<file path="src/rtl/ahb_pkg.sv">
// Shared AHB encodings and bridge FSM states.
package ahb_pkg;

  localparam logic [1:0] HTRANS_IDLE   = 2'b00;
  localparam logic [1:0] HTRANS_BUSY   = 2'b01;
  localparam logic [1:0] HTRANS_NONSEQ = 2'b10;
  localparam logic [1:0] HTRANS_SEQ    = 2'b11;

  localparam logic [1:0] HRESP_OKAY  = 2'b00;
  localparam logic [1:0] HRESP_ERROR = 2'b01;

  localparam logic [2:0] HSIZE_BYTE  = 3'd0;
  localparam logic [2:0] HSIZE_HALF  = 3'd1;
  localparam logic [2:0] HSIZE_WORD  = 3'd2;
  localparam logic [2:0] HSIZE_DWORD = 3'd3;

  typedef enum logic [1:0] {
    IDLE,
    ACCESS,
    ERR1,
    ERR2
  } state_t;

endpackage

</file>
<file path="src/rtl/ahb_byte_lane_dec.sv">
// HSIZE + low address bits -> little-endian byte lanes and misalign flag.
module ahb_byte_lane_dec #(
  parameter int DATA_W = 32,
  localparam int BE_W = DATA_W / 8,
  localparam int LW = $clog2(BE_W)
) (
  input  logic [2:0]      size,
  input  logic [LW-1:0]   lo,
  output logic [BE_W-1:0] be,
  output logic            misalign
);
  import ahb_pkg::*;

  typedef logic [LW-1:0] lw_t;

  lw_t ones;
  lw_t mask;

  always_comb begin
    ones = '1;
    mask = ~(ones << size);
    misalign = |(lo & mask);
    be = '0;
    // a lane is on when it falls in the same size-aligned block as lo
    for (int i = 0; i < BE_W; i++) begin
      be[i] = ((lw_t'(i) >> size) == (lo >> size));
    end
  end

endmodule

</file>
<file path="src/rtl/ahb_slave_bridge.sv">
// AHB slave to simple memory port bridge with wait states and ERROR response.
module ahb_slave_bridge #(
  parameter int ADDR_W = 32,
  parameter int DATA_W = 32,
  parameter logic [ADDR_W-1:0] BASE_ADDR = '0,
  parameter logic [ADDR_W-1:0] SPAN = ADDR_W'(32'h0001_0000),
  parameter int TIMEOUT = 16,
  localparam int BE_W = DATA_W / 8
) (
  input  logic              HCLK,
  input  logic              HRESET,
  input  logic              HSEL,
  input  logic [1:0]        HTRANS,
  input  logic              HWRITE,
  input  logic [2:0]        HSIZE,
  input  logic [2:0]        HBURST,
  input  logic [ADDR_W-1:0] HADDR,
  input  logic [DATA_W-1:0] HWDATA,
  input  logic              HREADY_IN,
  output logic              HREADY,
  output logic [1:0]        HRESP,
  output logic [15:0]       HSPLIT,
  output logic [DATA_W-1:0] HRDATA,
  output logic              MEnable,
  output logic              MRead,
  output logic              MWrite,
  output logic [ADDR_W-1:0] MAddress,
  output logic [BE_W-1:0]   MByteEn,
  output logic [DATA_W-1:0] MWriteData,
  input  logic [DATA_W-1:0] MReadData,
  input  logic              MReady,
  input  logic              MError
);
  import ahb_pkg::*;

  localparam int LW = $clog2(BE_W);
  localparam int CW = (TIMEOUT > 0) ? $clog2(TIMEOUT + 1) : 1;
  localparam logic [CW-1:0] CNT_MAX =
    CW'((TIMEOUT > 0) ? TIMEOUT - 1 : 0);

  state_t state, nxt;

  logic [CW-1:0]     cnt;
  logic              wr_q;
  logic [ADDR_W-1:0] addr_q;
  logic [BE_W-1:0]   be_q;
  logic [DATA_W-1:0] rdata_q;

  logic [BE_W-1:0]   be_d;
  logic              mis_d;
  logic [ADDR_W:0]   lim;
  logic              in_range;
  logic              oversize;
  logic              accept;
  logic              fault;
  logic              adv;
  logic              rd_done;
  logic              cnt_inc;
  logic              unused;

  ahb_byte_lane_dec #(.DATA_W(DATA_W)) u_dec (
    .size     (HSIZE),
    .lo       (HADDR[LW-1:0]),
    .be       (be_d),
    .misalign (mis_d)
  );

  assign lim      = {1'b0, BASE_ADDR} + {1'b0, SPAN};
  assign in_range = (HADDR >= BASE_ADDR) && ({1'b0, HADDR} < lim);
  assign oversize = HSIZE > 3'(LW);
  assign accept   = HSEL && HTRANS[1] && HREADY_IN;
  assign fault    = !in_range || oversize || mis_d;
  assign unused   = ^{HBURST, HTRANS[0]};

  always_comb begin
    nxt     = state;
    HREADY  = 1'b1;
    HRESP   = HRESP_OKAY;
    MEnable = 1'b0;
    adv     = 1'b0;
    rd_done = 1'b0;
    cnt_inc = 1'b0;
    unique case (state)
      IDLE: adv = 1'b1;
      ACCESS: begin
        MEnable = 1'b1;
        if (MReady) begin
          if (MError) begin
            HREADY = 1'b0;
            nxt    = ERR1;
          end else begin
            rd_done = !wr_q;
            adv     = 1'b1;
          end
        end else begin
          HREADY = 1'b0;
          if (TIMEOUT != 0 && cnt == CNT_MAX) nxt = ERR1;
          else cnt_inc = 1'b1;
        end
      end
      ERR1: begin
        HREADY = 1'b0;
        HRESP  = HRESP_ERROR;
        nxt    = ERR2;
      end
      ERR2: begin
        HRESP = HRESP_ERROR;
        adv   = 1'b1;
      end
      default: nxt = IDLE;
    endcase
    // any completing cycle doubles as the next address phase
    if (adv) begin
      nxt = IDLE;
      if (accept) nxt = fault ? ERR1 : ACCESS;
    end
  end

  always_ff @(posedge HCLK or posedge HRESET) begin
    if (HRESET) begin
      state   <= IDLE;
      cnt     <= '0;
      wr_q    <= 1'b0;
      addr_q  <= '0;
      be_q    <= '0;
      rdata_q <= '0;
    end else begin
      state <= nxt;
      if (adv && accept) begin
        wr_q   <= HWRITE;
        addr_q <= HADDR - BASE_ADDR;
        be_q   <= be_d;
        cnt    <= '0;
      end else if (cnt_inc) begin
        cnt <= cnt + 1'b1;
      end
      if (rd_done) rdata_q <= MReadData;
    end
  end

  assign MRead      = MEnable && !wr_q;
  assign MWrite     = MEnable && wr_q;
  assign MAddress   = addr_q;
  assign MByteEn    = MEnable ? be_q : '0;
  assign MWriteData = HWDATA;
  assign HRDATA     = rd_done ? MReadData : rdata_q;
  assign HSPLIT     = '0;

endmodule

</file>
<file path="config.mk">
export PLATFORM = sky130hd
export DESIGN_NAME = ahb_slave_bridge
export DESIGN_NICKNAME = d
export VERILOG_FILES = /design/src/rtl/ahb_pkg.sv /design/src/rtl/ahb_byte_lane_dec.sv /design/src/rtl/ahb_slave_bridge.sv
export SDC_FILE = /design/constraint.sdc
export NUM_CORES = 1
export LEC_CHECK = 0
export CORE_MARGIN = 3
export CORE_UTILIZATION = 38
export CTS_BUF_LIST = sky130_fd_sc_hd__clkbuf_8
export CTS_CLUSTER_DIAMETER = 50
export DETAILED_ROUTE_END_ITERATION = 16
export PLACE_DENSITY = 0.87
export REMOVE_ABC_BUFFERS = 1
export SLEW_MARGIN = 20
export SYNTH_ARGS = -nofsm -noshare
export SYNTH_HDL_FRONTEND = slang
export SYNTH_HIERARCHICAL = 1
export SYNTH_SLANG_ARGS = --single-unit
</file>
<file path="constraint.sdc">
create_clock -name HCLK -period 2.6 [get_ports HCLK]
set_input_delay 0.26 -clock HCLK [delete_from_list [all_inputs] [get_ports HCLK]]
set_output_delay 0.26 -clock HCLK [all_outputs]
set_load 0.01 [all_outputs]
</file>
* Word-level counts from Yosys, hierarchy flattened *
Cells that the tools add are included.

storage, ports and cells
  input port bits = 111
  register bits after elaboration = 76

operators by class
  magnitude comparators = 3
  $add $sub $neg = 1
  bitwise gates (word level) = 2
  eq/ne operators = 10
  shift operators = 6
  mux-type cells = 23
  reductions and logical operators = 17

operators with widths
  kind                    count
  $ge A32 B1 Y1 const B   1
  $lt A32 B17 Y1 const B  1
  $mux W32                1
  $mux W2                 6
  $mux W1                 10
  $mux W5                 2
  $eq A2 B2 Y1            4
  $ne A4 B4 Y1 const B    2
  $logic_and A1 B1 Y1     6
  $reduce_or A2 Y1        3
  $shr A1 B3 Y2 const A   2
  $shr A2 B3 Y2 const A   2
  $add A5 B1 Y5 const B   1
  $eq A5 B4 Y1 const B    1
  $eq A2 B2 Y1 const B    2
  $mux W4                 1
  $pmux W1 S2             2
  $pmux W2 S2             1
  $gt A3 B2 Y1 const B    1
  $reduce_and A3 Y1       1
  $reduce_bool A3 Y1      1
  $shl A2 B3 Y2 const A   1
  $shr A2 B3 Y2           1
  $and A2 B2 Y2           1
  6 further kinds         8

* Logic depth before layout (Yosys ltp) *
Gate-level depths: netlist of the first run.

  depth after elaboration = 8
  depth in mapped cells = 8

* By module *
Netlist of the first run, hierarchy kept.

modules (own cells, without submodules)
  module             area each (um^2)  instances  cells an instance
  ahb_slave_bridge   3545.9            1          262
  ahb_byte_lane_dec  71.3              1          11

* Worst setup path before layout of the first run *
Ideal clock, no wire load.

  path kind = flip-flop to output port
  start = reg state[1]
  end = out HRDATA[6]
  path slack = 0.450 ns
  path buffers = 2
  stages on the path, launching flop included = 8
  arrival time = 1.890 ns
  cell sequence = dfrtp_1 -> inv_1 -> ha_1 -> nor2b_1 -> and3b_1 -> clkbuf_1 -> buf_2 -> mux2_1

between the ends
  longest elaborated chain between the ends = 3

RTL lines
  element                   line                     source
  start: declaration        ahb_slave_bridge.sv:41   state_t state, nxt;
  start signal: assignment  ahb_slave_bridge.sv:128  state <= nxt;
  $eq A2 B1 Y1              ahb_slave_bridge.sv:83   unique case (state)
  $mux W1                   ahb_slave_bridge.sv:83
  $mux W32                  n/a
  end: declaration          ahb_slave_bridge.sv:23   output logic [DATA_W-1:0] HRDATA,

Every way passes these cells.

* Worst setup path in the final report of the first run *
  start = reg state[1]
  end = out HRDATA[12]

The elaborated chain is that of the path after synthesis.

==> impl_metrics.toml, run 1 <==
[yosys]
synth_top_family_by_area = "multiplexers"
synthTopCellsByArea = "dfrtp_1 (53%), mux2_2 (21%), buf_4 (10%)"
synth_common_cells = "dfrtp_1 (76), mux2_2 (68), buf_4 (50)"
synth_cell_type_count = 40
synthCells = 273
synth_adder_area_share = 0.0208
ys_warn_count = 6
synth_mux_area_frac = 0.218
synth_xor_area_frac = 0.00726
netlist_area_um2 = 3620
synthMostInstantiatedCell = "dfrtp_1"
async_flop_share = 1.00
synth_compound_area_frac = 0.0370
synth-seq-cells = 76
synth_top_area_frac = 0.526
synth_area_per_cell_um2 = 13.2
synthSimpleGateAreaFrac = 0.0630
ys.flop_type = "dfrtp_1"
synth_edf_count = 0
ys_seq_area_frac = 0.526
synth_top_cell_by_area = "dfrtp_1"

[clock_tree]
cts_root_buf = "clkbuf_8"
clk_pin_slew_worst_paths_ps = 90
cts_buffer_depth = 2
cts_tree = "done"
htreeDepth = 3
cts_buffers = 9
cts_hold_buffers = 0
clk_latency_ps = 330
clock-sinks = 76

[power]
finalPower_mw = 5.44
p_leak_nw = 2.30
vdd_drop_max_mv = 0.550
cellPowerDensity_nw_per_um2 = 1040

[route]
wirelength_mm = 9.89
ant_nets = 0
avgViaCountPerCell = 4.65
drc = 0
num_vias = 2495
drt_iter0_markers = 61
avgRoutedWirePerCell_um = 18.4
dr.pass1.iters = 4

[die]
pin_count = 233
start_util = 0.403
die_w_um = 104
num_rows = 34
die_h_um = 104
core_region_area_um2 = 8980
dieArea_um2 = 10700

[setup_path]
cp-end-kind = "output pin"
required_ps = 2340
start_kind = "register"
crit_path_max_fanout = 6
critPathArrivalTime_ps = 2310
crit_type = "reg2out"

[global_route]
grt_overflow_total = 0
grt_pass1_vias = 2775
grt_pass1_wl_mm = 15.4
antenna_found_initial = 0
grt.total_usage = 0.185
grt_max_degree = 77

[worst_hold_path]
hold_class = "in2async"

[timing]
tns_ps = 0
fmax_mhz = 389
hold_slack_ps = 338
post-route-period-util = 0.990
drv_slew = 0
hold_viol = 0
finClkSkew_ps = 7.78
rsz0062_at_grt = "yes"
finalSetupViolCount = 0
min_period_ps = 2570

[run_status]
outcome = "finished, final reports clean"

[job]
cap_violations = 0

[placed_design]
hpwl_mm = 7.39
gp_congestion = 0.775
placed_cells = 509
portBuffers = 147

[cells_and_area]
antenna_cells = 0
fin_cells = 537
final_util = 0.584
fillers = 750
drive_above_1_share = 0.316
final_net_count = 523
areaGrowthSynthToFinish_pct = 44.9
[logic make-up after synthesis]
group	count (synthesis)
flops	76
other cells	1
mux	70
compound gates	15
fa+ha+maj	6
simple gates	38
buf+inv	64
xor+xnor	3
[registers in the layout (all words and copies together), names as in the netlist]
register	flops
cnt	5
state	2
wr_q	1
MAddress	32
be_q	4
rdata_q	32
[cell usage in the layout (no fill, tap or decap), drive strengths merged, types with 3 or more instances in the layout]
cell / netlist / routed
dlygate4sd2: 0 / 17
and2: 6 / 6
ha: 6 / 6
inv: 6 / 6
nor4: 3 / 3
nand2: 6 / 6
conb: 1 / 17
mux2: 69 / 69
clkdlybuf4s15: 0 / 3
clkbuf: 1 / 22
a21oi: 5 / 5
clkdlybuf4s50: 0 / 115
nor2: 8 / 8
dfrtp: 76 / 76
o21ai: 5 / 5
buf: 57 / 18
[per-stage QoR]
step / area, um^2 / worst slack [ps]
floorplan: 3240 / -66.0
global placement: 4940 / 216
detailed placement: 4940 / 186
CTS: 5240 / -13.9
global route: 5240 / -74.1
finish: 5240 / 26.5
[layer usage]
layer  track usage  wire length, um  vias up
li1              -                -     1132
met1         0.214             3900     1210
met2         0.293             4720      131
met3        0.0889             1010       18
met4        0.0636              173        4
met5        0.0667               84        -
[worst paths after layout]
| check | startpoint | end | slack, ps | depth (start not counted) |
|---|---|---|---|---|
| worst max-delay path | state[1] | HRDATA[12] | 30 | 8 |
| worst min-delay path | HRESET | rdata_q[25] | 340 | 3 |
| worst max register to register | state[1] | MAddress[8] | 430 | 7 |
| worst min register to register | rdata_q[7] | rdata_q[7] | 500 | 1 |
| max in group asynchronous | HRESET | cnt[0] | 1960 | 3 |
| min in group HCLK | rdata_q[7] | rdata_q[7] | 500 | 1 |
[timing repair]
item,in CTS,in global routing
endpoints found under the setup margin,32,12
gates resized for setup,49,21
gates cloned,1,2
buffers inserted,7,2
pin swaps,1,0
[area by class of cell]
type | instances | area [um^2] | area share
inverter | 6 | 22.5 | 0.00430
clock inverter | 5 | 83.8 | 0.0160
sequential | 76 | 1900 | 0.363
multi-input combinational | 149 | 1330 | 0.253
timing repair buffer | 164 | 1600 | 0.305
tap | 126 | 158 | 0.0301
clock buffer | 11 | 151 | 0.0289
[report_power, final]
group | internal, mW | switching, mW
logic | 1.42 | 1.02
registers | 1.73 | 0.229
clock network | 0.595 | 0.442
total | 3.75 | 1.69
[critical path, stage by stage, from the launching register on]
cell and delay, ps:
dfrtp_1 390, inv_1 60, ha_2 170, nor2b_4 130
and3b_2 300, buf_4 150, clkbuf_16 140, mux2_2 340
dlygate4sd2_1 290
(Power assumes the default switching activity.)
==> run 2: changes to the inputs <==
- CORE_UTILIZATION: 38 -> 34
- PLACE_DENSITY: 0.87 -> 0.82
- clock period: 2.6 -> 2.2 ns (I/O delays scaled with it)
==> impl_metrics.toml, run 2 (synthesis gave the netlist of run 1 again) <==
[power]
vdd_drop_max_mv = 0.663
p_leak_nw = 2.47
cellPowerDensity_nw_per_um2 = 1260
power_switching_mw = 2.16
swShare = 0.305
p_clk_frac = 0.166
p_comb_frac = 0.503
finalPower_mw = 7.07
sequentialPowerShare = 0.331
internal_power_mw = 4.91

[route]
avgRoutedWirePerCell_um = 19.3
drc = 0
num_vias = 2593
avgViaCountPerCell = 4.63
dr.pass1.iters = 4
wirelength_mm = 10.8
ant_nets = 0
drt_iter0_markers = 81

[setup_path]
required_ps = 1980
crit_type = "reg2out"
crit_path_max_fanout = 8
crit_family = "buffers and inverters"
cpMaxStageDelayCell = "dfrtp_1"
critPathArrivalTime_ps = 2070
cp_num_buf_inv = 4
timing.reg2reg.setup_slack_ps = 160
cp_common_cell = "buf_12"
crit_path_start = "state[1]"
path_cells = "inv_2 > ha_4 > nor2b_4 > and3b_2 > buf_12 > buf_12 > mux2_4 > buf_6"
start_kind = "register"
slowest_delay_ps = 390
crit-reg2reg-capture = "MAddress[12]"
r2r_cells = 8
cp-end-kind = "output pin"
r2r_start = "state[0]"

[timing]
finalWorstSetupSlack_ps = -87.1
tns_ps = -1680
finClkSkew_ps = 10.1
fmax_mhz = 437
min_period_ps = 2290
hold_slack_ps = 176
rsz0062_at_grt = "yes"
drv_slew = 0
hold_viol = 0
finalSetupViolCount = 28
post-route-period-util = 1.04

[cells_and_area]
multi_input_area_um2 = 1460
final_net_count = 536
fillers = 863
most-common-layout-cells = "clkdlybuf4s50_1 (113), dfrtp_1 (76), mux2_2 (37)"
fin_cells = 560
areaGrowthSynthToFinish_pct = 54.5
antenna_cells = 0
final-seq-area_um2 = 1900
drive_above_1_share = 0.387
final_common_cell = "clkdlybuf4s50_1"

[global_route]
grt_pass1_wl_mm = 16.2
grt_max_degree = 40
grt_overflow_total = 0
grt.total_usage = 0.186
grt_pass1_vias = 2859
antenna_found_initial = 0

[die]
dieArea_um2 = 11900
die_h_um = 109
num_rows = 37
pin_count = 233
start_util = 0.350
core_region_area_um2 = 10300
die_w_um = 109

[placed_design]
gp_congestion = 0.729
portBuffers = 147
placed_cells = 526
hpwl_mm = 7.88
pre_cts_ws_ps = -85.3

[job]
cap_violations = 0

[clock_tree]
cts_buffers = 9
clk_pin_slew_worst_paths_ps = 80
cts_root_buf = "clkbuf_8"
cts_tree = "done"
cts_buffer_depth = 2
htreeDepth = 3
clock-sinks = 76
clk_latency_ps = 340

[run_status]
violations = "setup timing"
outcome = "complete, but fails checks"

[worst_hold_path]
hold_class = "in2async"
-- run 2: stage by stage --
stage / utilization / instance area (um^2)
2_1_floorplan: - / 3240
5_1_grt: 0.541 / 5590
4_1_cts: 0.542 / 5590
3_5_place_dp: 0.484 / 4990
6_report: 0.541 / 5590
3_3_place_gp: 0.484 / 4990
-- run 2: how the worst max path moves through the flow --
stage | end | slack, ps | cells past startpoint
after floorplan | MAddress[0] | -470 | 5
after global placement | HRDATA[20] | -60 | 7
after detailed placement | HRDATA[28] | -90 | 7
after CTS | HRDATA[31] | -260 | 9
after global routing | HRDATA[22] | -190 | 8
final | HRDATA[22] | -90 | 8
-- run 2: per-layer routing --
metal | wire length (um) | track usage | up-vias | part of all wire
li1 | - | - | 1150 | -
met1 | 4560 | 0.239 | 1303 | 0.42
met2 | 4990 | 0.270 | 126 | 0.46
met3 | 1040 | 0.0888 | 12 | 0.096
met4 | 133 | 0.0586 | 2 | 0.012
met5 | 70 | 0.0580 | - | 0.0065
-- run 2: power by group through the flow --
stage	clock network (mW)	registers [mW]	logic (mW)
final	1.17	2.34	3.56
after global routing	1.26	2.43	3.82
after CTS	1.20	2.34	3.55
after detailed placement	0	2.35	3.11
after global placement	0	2.31	3.03
after floorplan	0	2.43	1.22
-- run 2: worst reg2reg max path, delay by kind of cell (launching register included) --
family	cells	cell delay, ps
fa+ha+maj	1	270
buf+inv	5	600
compound gates	1	270
mux	1	390
flops	1	400
-- run 2: timing repair --
item,CTS,global route
hold buffers,0,0
gates cloned,3,0
buffers inserted,13,6
setup endpoints to repair,32,34
gates resized for setup,199,12
pin swaps,1,0
-- run 2: final cells by class --
cell class | count | share of cell area
clock buffer | 9 | 0.0222
clock inverter | 7 | 0.0166
inverter | 6 | 0.00403
multi-input combinational | 149 | 0.261
sequential | 76 | 0.340
timing repair buffer | 177 | 0.326
tap | 136 | 0.0305
==> run 3: changes to the inputs <==
- CORE_UTILIZATION: 34 -> 33
- CTS_BUF_LIST: sky130_fd_sc_hd__clkbuf_8 -> unset
- CTS_CLUSTER_DIAMETER: 50 -> 40
- PLACE_DENSITY: 0.82 -> 0.8
==> impl_metrics.toml, run 3 (synthesis gave the netlist of run 1 again) <==
[run_status]
outcome = "complete, but fails checks"
violations = "setup timing"

[timing]
min_period_ps = 2310
finalSetupViolCount = 32
finalWorstSetupSlack_ps = -111
rsz0062_at_grt = "yes"
tns_ps = -2360
drv_slew = 0
post-route-period-util = 1.05
fmax_mhz = 433
hold_viol = 0
finClkSkew_ps = 2.82

[power]
p_leak_nw = 2.45
vdd_drop_max_mv = 0.619
power_switching_mw = 2.08
swShare = 0.303
p_clk_frac = 0.141
p_comb_frac = 0.518
cellPowerDensity_nw_per_um2 = 1240
internal_power_mw = 4.78
sequentialPowerShare = 0.341

[route]
wl_met2_mm = 4.97
drt_iter0_markers = 86
avgRoutedWirePerCell_um = 18.9
route.met3.wl_um = 924
drc = 0
num_vias = 2598
met1Wirelength_mm = 4.38
ant_nets = 0
dr.pass1.iters = 4
routed.top_layer = "met5"
avgViaCountPerCell = 4.65
wirelength_mm = 10.6

[cells_and_area]
most-common-layout-cells = "clkdlybuf4s50_1 (114), dfrtp_1 (76), mux2_2 (42)"
final_net_count = 535
final_common_cell = "clkdlybuf4s50_1"
drive_above_1_share = 0.378
antenna_cells = 0
areaGrowthSynthToFinish_pct = 53.4
final_util = 0.528

[setup_path]
critPathArrivalTime_ps = 2090
cp-end-kind = "output pin"
crit_type = "reg2out"
start_kind = "register"
crit_path_max_fanout = 7
required_ps = 1980

[global_route]
grt_pass1_wl_mm = 16.5
antenna_found_initial = 0
grt.total_usage = 0.176
grt_pass1_vias = 2895
grt_overflow_total = 0
grt_max_degree = 77

[clock_tree]
htreeDepth = 3
cts_hold_buffers = 0
clock-sinks = 76
cts_buffer_depth = 2
cts_buffers = 9
cts_root_buf = "clkbuf_8"
clk_pin_slew_worst_paths_ps = 70
cts_tree = "done"
clk_latency_ps = 340

[placed_design]
hpwl_mm = 7.71
gp_congestion = 0.720
portBuffers = 147

[die]
pin_count = 233
dieArea_um2 = 12300
num_rows = 37
core_region_area_um2 = 10500
start_util = 0.344
die_h_um = 111
die_w_um = 111

[worst_hold_path]
hold_class = "in2async"

[job]
cap_violations = 0
## run 3: worst max-delay path: stages (launching register included)
cell and delay (ps):
dfrtp_1 390, inv_1 60, ha_2 170, nor2b_4 140, and3b_2 230, buf_12 120, buf_12 110, buf_6 100
mux2_4 300, buf_6 120
## run 3: power groups by stage
stage | Combinational (mW) | Clock [mW] | Sequential [mW]
4_1_cts | 3.50 | 1.03 | 2.35
3_3_place_gp | 3.05 | 0 | 2.30
6_report | 3.56 | 0.967 | 2.34
5_1_grt | 3.80 | 1.08 | 2.43
2_1_floorplan | 1.22 | 0 | 2.43
3_5_place_dp | 3.13 | 0 | 2.35
## run 3: worst paths after layout
check	end	cells past startpoint	start	slack (ps)
worst min-delay path	rdata_q[4]	3	HRESET	280
worst min register to register	be_q[2]	1	be_q[2]	500
worst max-delay path	HRDATA[16]	9	state[1]	-110
worst max register to register	MAddress[13]	7	state[1]	190
min in group HCLK	MWriteData[5]	0	HWDATA[5]	440
max in group asynchronous	MAddress[29]	3	HRESET	1590
## run 3: routing by layer
metal,track usage,vias to the layer above
met5,0.0458,-
met4,0.0747,2
met3,0.0721,18
met2,0.264,123
met1,0.220,1299
li1,-,1156
## run 3: layout make-up
type	instances	area [um^2]
Multi-Input combinational cell	149	1430
Clock buffer	15	176
Fill cell	884	4960
Timing Repair Buffer	176	1850
Tap cell	136	170
Clock inverter	1	5.00
Sequential cell	76	1900
Inverter	6	22.5
## run 3: repair_timing
| item | 4_1_cts | 5_1_grt |
|---|---|---|
| buffers inserted | 13 | 3 |
| cloned | 2 | 0 |
| endpoints found under the hold margin | 0 | 0 |
| pin swaps | 1 | 0 |
| resized for setup | 191 | 10 |
| endpoints found under the setup margin | 32 | 34 |
## run 3: metrics by stage
stage | cell area, um^2 | setup WS [ps] | hold slack [ps] | power [mW] | std cells
finish | 5550 | -111 | 285 | 6.86 | 559
floorplan | 3240 | -466 | 372 | 3.66 | 231
global route | 5550 | -216 | 313 | 7.31 | 559
global placement | 5000 | -66.6 | 440 | 5.35 | 525
CTS | 5490 | -145 | 289 | 6.88 | 556
detailed placement | 5000 | -85.8 | 440 | 5.48 | 525
